File: src/rtl/uart_tx_fifo.sv
// rtl/uart_tx_fifo.sv - 4-deep byte FIFO feeding an 8N1 UART transmitter
module uart_tx_fifo #(
  parameter int CLK_DIV = 434
) (
  input  logic       clk,
  input  logic       reset,
  input  logic [7:0] tx_data,
  input  logic       tx_valid,
  output logic       tx_ready,
  output logic       txd,
  output logic       busy,
  output logic [2:0] fifo_count
);

  localparam int CW = $clog2(CLK_DIV);
  localparam logic [CW-1:0] RELOAD = CW'(CLK_DIV - 1);

  typedef enum logic [1:0] {IDLE, START, DATA, STOP} state_t;

  logic [7:0]    mem [4];
  logic [1:0]    wr_ptr, rd_ptr;
  logic [2:0]    count;
  state_t        state, state_n;
  logic [CW-1:0] bit_cnt, cnt_n;
  logic [7:0]    shreg, sh_n;
  logic [2:0]    idx, idx_n;
  logic          txd_q, txd_n;
  logic          push, pop;

  // tx_ready depends only on the registered count, never on tx_valid
  assign tx_ready   = (count < 3'd4);
  assign push       = tx_valid & tx_ready;
  assign fifo_count = count;
  assign txd        = txd_q;
  assign busy       = (state != IDLE) | (count != 3'd0);

  always_ff @(posedge clk) begin
    if (push) mem[wr_ptr] <= tx_data;
  end

  always_ff @(posedge clk or posedge reset) begin
    if (reset) begin
      wr_ptr <= 2'd0;
      rd_ptr <= 2'd0;
      count  <= 3'd0;
    end else begin
      if (push) wr_ptr <= wr_ptr + 2'd1;
      if (pop)  rd_ptr <= rd_ptr + 2'd1;
      case ({push, pop})
        2'b10:   count <= count + 3'd1;
        2'b01:   count <= count - 3'd1;
        default: count <= count;
      endcase
    end
  end

  always_ff @(posedge clk or posedge reset) begin
    if (reset) begin
      state   <= IDLE;
      bit_cnt <= '0;
      shreg   <= 8'd0;
      idx     <= 3'd0;
      txd_q   <= 1'b1;
    end else begin
      state   <= state_n;
      bit_cnt <= cnt_n;
      shreg   <= sh_n;
      idx     <= idx_n;
      txd_q   <= txd_n;
    end
  end

  // txd_n is the line level for the state being entered, so txd stays a pure register
  always_comb begin
    state_n = state;
    cnt_n   = bit_cnt;
    sh_n    = shreg;
    idx_n   = idx;
    txd_n   = txd_q;
    pop     = 1'b0;
    case (state)
      IDLE: begin
        txd_n = 1'b1;
        if (count != 3'd0) begin
          pop     = 1'b1;
          sh_n    = mem[rd_ptr];
          cnt_n   = RELOAD;
          txd_n   = 1'b0;
          state_n = START;
        end
      end
      START: begin
        if (bit_cnt == '0) begin
          state_n = DATA;
          cnt_n   = RELOAD;
          idx_n   = 3'd0;
          txd_n   = shreg[0];
        end else begin
          cnt_n = bit_cnt - 1'b1;
        end
      end
      DATA: begin
        if (bit_cnt == '0) begin
          cnt_n = RELOAD;
          if (idx == 3'd7) begin
            state_n = STOP;
            txd_n   = 1'b1;
          end else begin
            sh_n  = {1'b0, shreg[7:1]};
            idx_n = idx + 3'd1;
            txd_n = shreg[1];
          end
        end else begin
          cnt_n = bit_cnt - 1'b1;
        end
      end
      STOP: begin
        if (bit_cnt == '0) begin
          // chain straight into the next START so queued frames have no idle gap
          if (count != 3'd0) begin
            pop     = 1'b1;
            sh_n    = mem[rd_ptr];
            cnt_n   = RELOAD;
            txd_n   = 1'b0;
            state_n = START;
          end else begin
            state_n = IDLE;
            txd_n   = 1'b1;
          end
        end else begin
          cnt_n = bit_cnt - 1'b1;
        end
      end
      default: begin
        state_n = IDLE;
        txd_n   = 1'b1;
      end
    endcase
  end

endmodule
File: config.mk
export PLATFORM = sky130hd
export DESIGN_NAME = uart_tx_fifo
export DESIGN_NICKNAME = d
export VERILOG_FILES = /design/src/rtl/uart_tx_fifo.sv
export SDC_FILE = /design/constraint.sdc
export NUM_CORES = 1
export LEC_CHECK = 0
export ABC_CLOCK_PERIOD_IN_PS = 7300
export CELL_PAD_IN_SITES_DETAIL_PLACEMENT = 1
export CELL_PAD_IN_SITES_GLOBAL_PLACEMENT = 1
export CORE_ASPECT_RATIO = 2
export CORE_MARGIN = 2
export CORE_UTILIZATION = 30
export DETAILED_ROUTE_END_ITERATION = 7
export PLACE_DENSITY_LB_ADDON = 0.08
export SYNTH_ARGS = -nofsm -noshare
export SYNTH_HDL_FRONTEND = slang
export SYNTH_SLANG_ARGS = --single-unit
File: constraint.sdc
create_clock -name clk -period 7.3 [get_ports clk]
set_clock_uncertainty 0.1 [all_clocks]
set_input_delay 1.095 -clock clk [delete_from_list [all_inputs] [get_ports clk]]
set_output_delay 1.095 -clock clk [all_outputs]
set_load 0.05 [all_outputs]
**Word level (Yosys, flattened, before mapping)**

Memory sizes are Yosys's and may differ from the RTL's.
Index checks and enable logic that the tools add are counted.

- Multiplexer cells: 32
- Add/subtract/negate cells: 6
- Bitwise operators: 2
- Reductions and logical operators: 12
- Eq/ne operators: 12
- Order comparisons: 1

Operator list:

| kind | count |
|---|---|
| 2-to-1 mux 8 bit | 4 |
| 2-to-1 mux 9 bit | 3 |
| case mux 9 bit (3 select lines) | 1 |
| case mux 8 bit (3 select lines) | 1 |
| != test 2 bit, second input constant | 6 |
| case mux 3 bit (2 select lines) | 2 |
| 2-to-1 mux 1 bit | 10 |
| 2-to-1 mux 2 bit | 5 |
| logical NOT 9 bit | 1 |
| 2-to-1 mux 3 bit | 3 |
| subtractor 9 x 1 -> 9 bit, second input constant | 1 |
| case mux 2 bit (4 select lines) | 1 |
| AND reduction 4 bit | 2 |
| adder 3 x 1 -> 3 bit, second input constant | 2 |
| == test 2 bit, second input constant | 3 |
| nonzero test 2 bit | 3 |
| nonzero test 3 bit | 2 |
| AND reduction 5 bit | 1 |
| adder 2 x 1 -> 2 bit, second input constant | 2 |
| == test 2 x 1 -> 1 bit, second input constant | 2 |
| case mux 1 bit (4 select lines) | 1 |
| == test 3 bit, second input constant | 1 |
| < comparator 3 bit, second input constant | 1 |
| AND reduction 3 bit | 1 |
| other kinds (6) | 6 |

- Output and inout port bits: 6
- Bits in registers: 30
- Memory bits (writable): 32
- Memories kept: 1
- Input port bits: 11

Memory list:

| memory | depth | width | rd ports | clocked after Yosys merged registers in | write ports | RTL line | source |
|---|---|---|---|---|---|---|---|
| mem | 4 | 8 | 1 | 0 | 1 | 20 | `logic [7:0] mem [4];` |

**Depth between registers and ports, before layout**

Gate-level depths: netlist of run 1.

- Depth after elaboration: 6
- Gate-level depth with buffers: 11

**Least setup slack after synthesis of run 1**

Ideal clock, no wire load.

- Path kind: reg2reg
- Start: register bit_cnt[0]
- End: register count[2], in the netlist fifo_count[2]
- Arrival time: 2.353 ns
- Clock period less this slack: 2.592 ns
- Cell stages (with the launch flop): 12
- Path buffers: 0
- Setup slack: 4.708 ns
- Cell sequence: dfrtp_1 inv_1 ha_1 nor4b_1 and3_1 o21a_1 ha_1 inv_1 fa_1 xor2_1 nor2_1 xnor2_1

- Cells in the longest elaborated chain, start to end: 5
- Elaborated cells on any way between the ends: 7

Ends and longest elaborated chain:

| element | RTL line | source |
|---|---|---|
| start: declaration | 24 | `logic [CW-1:0] bit_cnt, cnt_n;` |
| start signal: assignment | 66 | `bit_cnt <= cnt_n;` |
| logical NOT 9 bit * | 118 | `if (bit_cnt == '0) begin` |
| 2-to-1 mux 1 bit * | 118 |  |
| case mux 1 bit (2 select lines) * | 81 | `case (state)` |
| via pop | 28 | `logic push, pop;` |
| == test 2 x 1 -> 1 bit / == test 2 bit (equally long branches) | 49 | `case ({push, pop})` |
| case mux 3 bit (2 select lines) / nonzero test 2 bit (equally long branches) | -- |  |
| end signal: assignment | 50 | `2'b10: count <= count + 3'd1;` |
| end signal: assignment | 51 | `2'b01: count <= count - 3'd1;` |
| end signal: assignment | 52 | `default: count <= count;` |
| end: declaration | 22 | `logic [2:0] count;` |

The timed path passes the listed nets; every way through them passes the cells marked *.
A chain may end at the register's enable or synchronous reset.

**Worst setup path after layout of run 1**

- Start: register count[2], in the netlist fifo_count[2]
- End: output busy

- Cells in the longest elaborated chain, start to end: 2

Ends and longest elaborated chain:

| element | RTL line | source |
|---|---|---|
| nonzero test 3 bit | 35 | `assign busy = (state != IDLE) \| (count != 3'd0);` |
| bitwise OR 1 bit | 35 |  |
| end: declaration | 11 | `output logic busy,` |

No other way between the ends.

==> flow_summary_export.csv, run 1 <==
group,metric,value,unit
worst_setup_path,critPathArrivalTime,2.20,ns
timing,relSlewSlack,31.9,%
die,fp.dieH,147,um
clock_network,hold_buffers,0,
synth,seq_area_frac_synth,55.5,%
global_routing,grt_use_total,14.4,%
layout,final_util,36.3,%
worst_setup_path,crit_fanout,5,
power_and_ir_drop,p_per_area,489,mW/mm^2
clock_network,cts_tree,"done",
timing,slew_viol_final,0,
global_routing,grt_pass1_vias,2077,
worst_setup_path,crit_path_end_kind,"output pin",
timing,hold_viol_final,0,
detailed_routing,drt_iter0_markers,43,
detailed_routing,drc,0,
worst_setup_path,crit_required,6.11,ns
detailed_routing,wl,7050,um
worst_setup_path,cp_cell_sequence,"nor3_1 -> nand2_1 -> clkdlybuf4s50_1",
clock_network,cts_made_buffers,9,
timing,fin_crit_sh,46.5,%
synth,synthCells,224,
placed_design,gp_congestion,0.765,
die,start_util,30.6,%
clock_network,clock_sinks,62,
timing,setup_violations,0,
global_routing,grt_start_max_net_pins,31,
timing,post-route-min-period,3.40,ns
run,maxCapViolCount,0,
global_routing,antenna_found_initial,0,
timing,rsz0062_at_grt,"no",
synth,ys_seq_elements,62,
detailed_routing,wire_per_inst,18.4,um
placed_design,dp_hpwl,5240,um
timing,max_freq,295,MHz
power_and_ir_drop,p_leak,1.43,nW
detailed_routing,dr_total_vias,1895,
clock_network,post_cts_buffers,0,
synth,syn-num-nets,250,
worst_setup_path,crit_slowest_cell,"clkdlybuf4s50_1",
worst_setup_path,startpoint_type,"register",
clock_network,cts.clk_slew.worst_paths,0.06,ns
timing,finalSetupTns,0,ns
die,coreArea,0.0101,mm^2
hold_path,hold_path_class,"reg2reg",
clock_network,clk_latency,0.33,ns
layout,syn2layout_area_growth,18.8,%
synth,synth_area,0.00309,mm^2
die,io_pins,17,
die,rows,52,
synth,synth_flop_cell,"edfxtp_1",
layout,layout.nets,270,
worst_setup_path,slowest_delay,0.73,ns
detailed_routing,drt-pass1-iter-count,3,
worst_setup_path,crit_type,"reg2out",
synth,ys_async_sr_fraction,48.4,%
layout,num_antenna_cells,0,
worst_setup_path,cp_top_family,"buffers and inverters",
die,die_x,75.7,um
synth,yosysWarnings,0,
clock_network,ctsResizeCount,0,
timing,worst_pin_slew,1.01,ns
global_routing,overflow,0,
worst_setup_path,timing.critical_path.buf_inv,1,
synth,synth_edf_count,32,
clock_network,clk_path_buf_depth,2,
layout,layout-drive-gt1-share,20.1,%
global_routing,grt_pass1_wl,11500,um
clock_network,cts_root_buf,"clkbuf_16",
run_status,status,"complete, no violations",
power_and_ir_drop,vdd_drop_max,0.196,mV
synth,synth.avg_cell_area,13.8,um^2
die,die_area,0.0112,mm^2
detailed_routing,via_per_inst,4.93,
placed_design,port-buffer-count,16,
clock_network,htreeDepth,3,
detailed_routing,final_antenna_net_count,0,
synth,synth_cell_types,58,
-- flip-flops by register name, summed over array words and instances (netlist names) --
name        count
txd             1
fifo_count      3
wr_ptr          2
idx             3
shreg           8
state           2
mem            32
rd_ptr          2
bit_cnt         9
-- layer usage --
layer / share of wire, % / vias up / track usage [%] / wire [um]
li1: - / 883 / - / -
met1: 36 / 967 / 14.8 / 2540
met2: 57 / 26 / 25.4 / 4020
met3: 2.3 / 19 / 3.48 / 161
met4: 4.7 / 0 / 8.16 / 335
met5: 0 / - / 0 / 0
-- stage by stage --
step | setup WS [ns] | instances | hold WS [ns] | power [mW] | cell area [um^2]
2_1_floorplan | 4.71 | 224 | 0.378 | 1.20 | 3090
3_3_place_gp | 4.20 | 368 | 0.397 | 1.39 | 3370
3_5_place_dp | 4.16 | 368 | 0.394 | 1.39 | 3370
4_1_cts | 3.88 | 384 | 0.417 | 1.83 | 3660
5_1_grt | 3.77 | 384 | 0.442 | 1.93 | 3660
6_report | 3.90 | 384 | 0.417 | 1.79 | 3660
-- Yosys cell counts, drive strengths merged (4+ instances only) --
master	count	share of area (%)
o21ai	8	1.3
buf	5	1.6
inv	16	1.9
mux4	8	5.8
clkbuf	4	0.49
o2bb2ai	4	1.1
ha	14	5.7
dfrtp	29	24
edfxtp	32	31
mux2	14	6.0
a31oi	4	0.81
nor2	10	1.5
a21oi	8	1.3
and2	5	1.0
nand2	7	0.85
-- layout by cell type, fill, tap and decap left out, types with 3 or more instances in the layout --
master,count
a21oi_1,8
a31oi_1,4
and2_1,5
clkbuf_16,9
clkdlybuf4s50_1,16
dfrtp_1,29
edfxtp_1,32
ha_1,14
inv_1,16
mux2_2,7
mux2_4,7
mux2i_1,3
mux4_2,8
nand2_1,7
nand3_1,3
nor2_1,9
nor3_1,3
nor3b_1,3
o21ai_0,7
o2bb2ai_1,4
xnor2_1,3
xor2_1,3
-- path summary, 6_finish.rpt --
path | start | endpoint | slack, ns | cells after the start
min in group asynchronous | reset | idx[1]$_DFFE_PP0P_ | 1.06 | 3
min | shreg[6]$_DFFE_PP0P_ | shreg[6]$_DFFE_PP0P_ | 0.42 | 1
max | fifo_count[2]$_DFFE_PP0P_ | busy | 3.90 | 3
min reg2reg | shreg[6]$_DFFE_PP0P_ | shreg[6]$_DFFE_PP0P_ | 0.42 | 1
max in group asynchronous | reset | txd$_DFFE_PP1P_ | 5.71 | 3
max reg2reg | bit_cnt[0]$_DFF_PP0_ | fifo_count[2]$_DFFE_PP0P_ | 4.37 | 11
-- report_power, final --
group          switching [mW]  internal [mW]  leakage (nW)  total [mW]
clock network           0.160          0.265         0.146       0.425
logic                   0.410          0.371         0.624       0.780
registers               0.107          0.481         0.655       0.587
-- kinds of logic after synthesis --
logic type	share of synthesized area (%)
simple gates	8.96
xor+xnor	1.70
fa+ha+maj	6.33
buf+inv	4.01
mux	12.8
flops	55.5
compound gates	10.7
-- final cells by class --
| cell class | instances | area (um^2) |
|---|---|---|
| clock buffer | 9 | 225 |
| clock inverter | 7 | 73.8 |
| fill | 1072 | 6420 |
| inverter | 16 | 60.1 |
| multi-input combinational | 137 | 1250 |
| sequential | 62 | 1710 |
| tap | 135 | 169 |
| timing repair buffer | 18 | 175 |
Note: power is estimated with default switching activity, not from simulation.
==> inputs of run 2 (changes only) <==
--- a/config.mk
+++ b/config.mk
@@ -5,7 +5,7 @@
 export SDC_FILE = /design/constraint.sdc
 export NUM_CORES = 1
 export LEC_CHECK = 0
-export ABC_CLOCK_PERIOD_IN_PS = 7300
+export ABC_CLOCK_PERIOD_IN_PS = 3400
 export CELL_PAD_IN_SITES_DETAIL_PLACEMENT = 1
 export CELL_PAD_IN_SITES_GLOBAL_PLACEMENT = 1
 export CORE_ASPECT_RATIO = 2
==> constraint.sdc (replaced) <==
create_clock -name clk -period 3.4 [get_ports clk]
set_clock_uncertainty 0.1 [all_clocks]
set_input_delay 0.51 -clock clk [delete_from_list [all_inputs] [get_ports clk]]
set_output_delay 0.51 -clock clk [all_outputs]
set_load 0.05 [all_outputs]
==> run 2 against run 1 <==
  * Non-clock buffer count grew 1
  * Sequential cell count unchanged
  * Combinational power increased by 120%
  * Cell area decreased by 0.27%
  * Via count decreased by 1.4%
  * Die area unchanged
  * Sequential share of layout area up 0.13 points
  * Sequential power increased by 110%
  * Highest routed layer unchanged
  * Clock-buffer cell count stayed put
==> flow_summary_export.csv, run 2 (synthesis gave the netlist of run 1 again) <==
group,metric,value,unit
clock_network,clock_sinks,62,
timing,max_freq,344,MHz
global_routing,grt_use_met1,13.8,%
worst_setup_path,crit_required,3.56,ns
clock_network,cts_made_buffers,9,
timing,fin_crit_sh,85.6,%
worst_setup_path,crit_fanout,5,
run,maxCapViolCount,0,
global_routing,overflow,0,
clock_network,clk_latency,0.33,ns
layout,syn2layout_area_growth,18.5,%
placed_design,gp_congestion,0.786,
layout,seq_area,0.00171,mm^2
layout,largest-register,"mem",
timing,slew_viol_final,0,
worst_setup_path,cp_cell_sequence,"inv_1 -> ha_1 -> nor4b_1 -> and3_1 -> o21a_1 -> ha_1 -> inv_1 -> fa_1 -> xor2_1 -> nor2_1 -> xnor2_1",
clock_network,cts.clk_slew.worst_paths,0.06,ns
power_and_ir_drop,p_leak,1.42,nW
clock_network,ctsResizeCount,0,
timing,worst_pin_slew,0.838,ns
worst_setup_path,crit_path_end_kind,"register",
clock_network,post_cts_buffers,0,
layout,largest_reg_flops,32,
clock_network,hold_buffers,0,
worst_setup_path,crit_slowest_cell,"nor4b_1",
layout,fillCellCount,1069,
power_and_ir_drop,vdd_drop_max,0.385,mV
global_routing,use_met2,26.0,%
layout,num_antenna_cells,0,
die,fp.dieH,147,um
die,die_area,0.0112,mm^2
clock_network,cts_root_buf,"clkbuf_16",
detailed_routing,final_antenna_net_count,0,
detailed_routing,drt-pass1-iter-count,6,
run_status,status,"complete, no violations",
global_routing,grt_pass1_vias,2057,
die,die_x,75.7,um
detailed_routing,wl,7020,um
timing,hold_viol_final,0,
worst_setup_path,cp_top_family,"simple AND/OR/NAND/NOR gates",
detailed_routing,dr_total_vias,1868,
detailed_routing,drc,0,
global_routing,use_met3,2.04,%
timing,relSlewSlack,43.6,%
clock_network,cts_tree,"done",
layout,layout-drive-gt1-share,20.4,%
die,io_pins,17,
placed_design,dp_hpwl,5180,um
die,rows,52,
worst_setup_path,crit_type,"reg2reg",
clock_network,htreeDepth,3,
layout,layout.nets,271,
timing,post-route-min-period,2.91,ns
power_and_ir_drop,finalPower,3.81,mW
global_routing,grt_use_total,14.1,%
global_routing,top_usage_layer,"met2",
die,start_util,30.6,%
layout,multi_input_area,0.00125,mm^2
hold_path,hold_path_depth,1,
global_routing,grt_start_max_net_pins,31,
detailed_routing,via_per_inst,4.85,
layout,final_cell_mix,"edfxtp_1 (32), dfrtp_1 (29), inv_1 (16), clkdlybuf4s50_1 (16), ha_1 (14)",
worst_setup_path,critPathArrivalTime,3.07,ns
global_routing,antenna_found_initial,0,
global_routing,grt_pass1_wl,11100,um
worst_setup_path,startpoint_type,"register",
worst_setup_path,slowest_delay,0.58,ns
worst_setup_path,reg2reg_depth,11,
layout,reg.largest.list,"mem (32), bit_cnt (9), shreg (8)",
power_and_ir_drop,p_per_area,1040,mW/mm^2
die,coreArea,0.0101,mm^2
hold_path,hold_path_class,"reg2reg",
timing,rsz0062_at_grt,"no",
worst_setup_path,worst-path-stages,11,
timing,finalSetupTns,0,ns
clock_network,clk_path_buf_depth,2,
detailed_routing,wire_per_inst,18.2,um
layout,final_common_cell,"edfxtp_1",
placed_design,port-buffer-count,16,
timing,setup_violations,0,
worst_setup_path,timing.critical_path.buf_inv,2,
detailed_routing,drt_iter0_markers,46,
==> run 2: changes by cell type in the layout (fill, tap and decap cells not counted), sizes merged <==
cell | previous run | this run
clkinv | 4 | 3
inv | 17 | 19
buf | 2 | 3
bufinv | 1 | 0
==> run 2: routing by layer <==
| metal | part of all wire, % | vias to the layer above |
|---|---|---|
| li1 | - | 881 |
| met1 | 36 | 951 |
| met2 | 59 | 21 |
| met3 | 1.7 | 15 |
| met4 | 3.1 | 0 |
| met5 | 0 | - |
==> run 2: power by group <==
part	internal (mW)	switching [mW]	total, mW
combinational	0.799	0.885	1.68
clock	0.501	0.369	0.870
sequential	1.03	0.220	1.25
total	2.33	1.47	3.81
==> run 2: final timing paths <==
path / startpoint / slack [ns] / end
max: bit_cnt[0]$_DFF_PP0_ / 0.49 / fifo_count[2]$_DFFE_PP0P_
min: shreg[6]$_DFFE_PP0P_ / 0.41 / shreg[6]$_DFFE_PP0P_
max reg2reg: bit_cnt[0]$_DFF_PP0_ / 0.49 / fifo_count[2]$_DFFE_PP0P_
min reg2reg: shreg[6]$_DFFE_PP0P_ / 0.41 / shreg[6]$_DFFE_PP0P_
max in group asynchronous: reset / 2.40 / txd$_DFFE_PP1P_
min in group asynchronous: reset / 0.46 / shreg[4]$_DFFE_PP0P_
==> run 2: final cells by class <==
class,count,area share (%)
multi-input combinational,137,34.2
sequential,62,46.9
timing repair buffer,19,5.00
clock inverter,7,1.54
inverter,16,1.64
clock buffer,9,6.16
tap,135,4.62
==> run 2: per-stage QoR <==
step           worst slack (ns)  area [um^2]  hold WS, ns  cells  utilization (%)
6_report                  0.489         3650        0.411    385             36.2
3_5_place_dp              0.470         3370        0.396    369             33.4
4_1_cts                   0.467         3650        0.415    385             36.2
5_1_grt                   0.259         3650        0.433    385             36.2
3_3_place_gp              0.557         3370        0.396    369             33.4
2_1_floorplan             0.808         3090        0.378    224                -
==> run 2: worst reg2reg max path: stages, from the launching register on <==
cell	delay (ns)
dfrtp_1	0.40
inv_1	0.11
ha_1	0.17
nor4b_1	0.58
and3_1	0.31
o21a_1	0.16
ha_1	0.19
inv_1	0.06
fa_1	0.37
xor2_1	0.15
nor2_1	0.11
xnor2_1	0.12
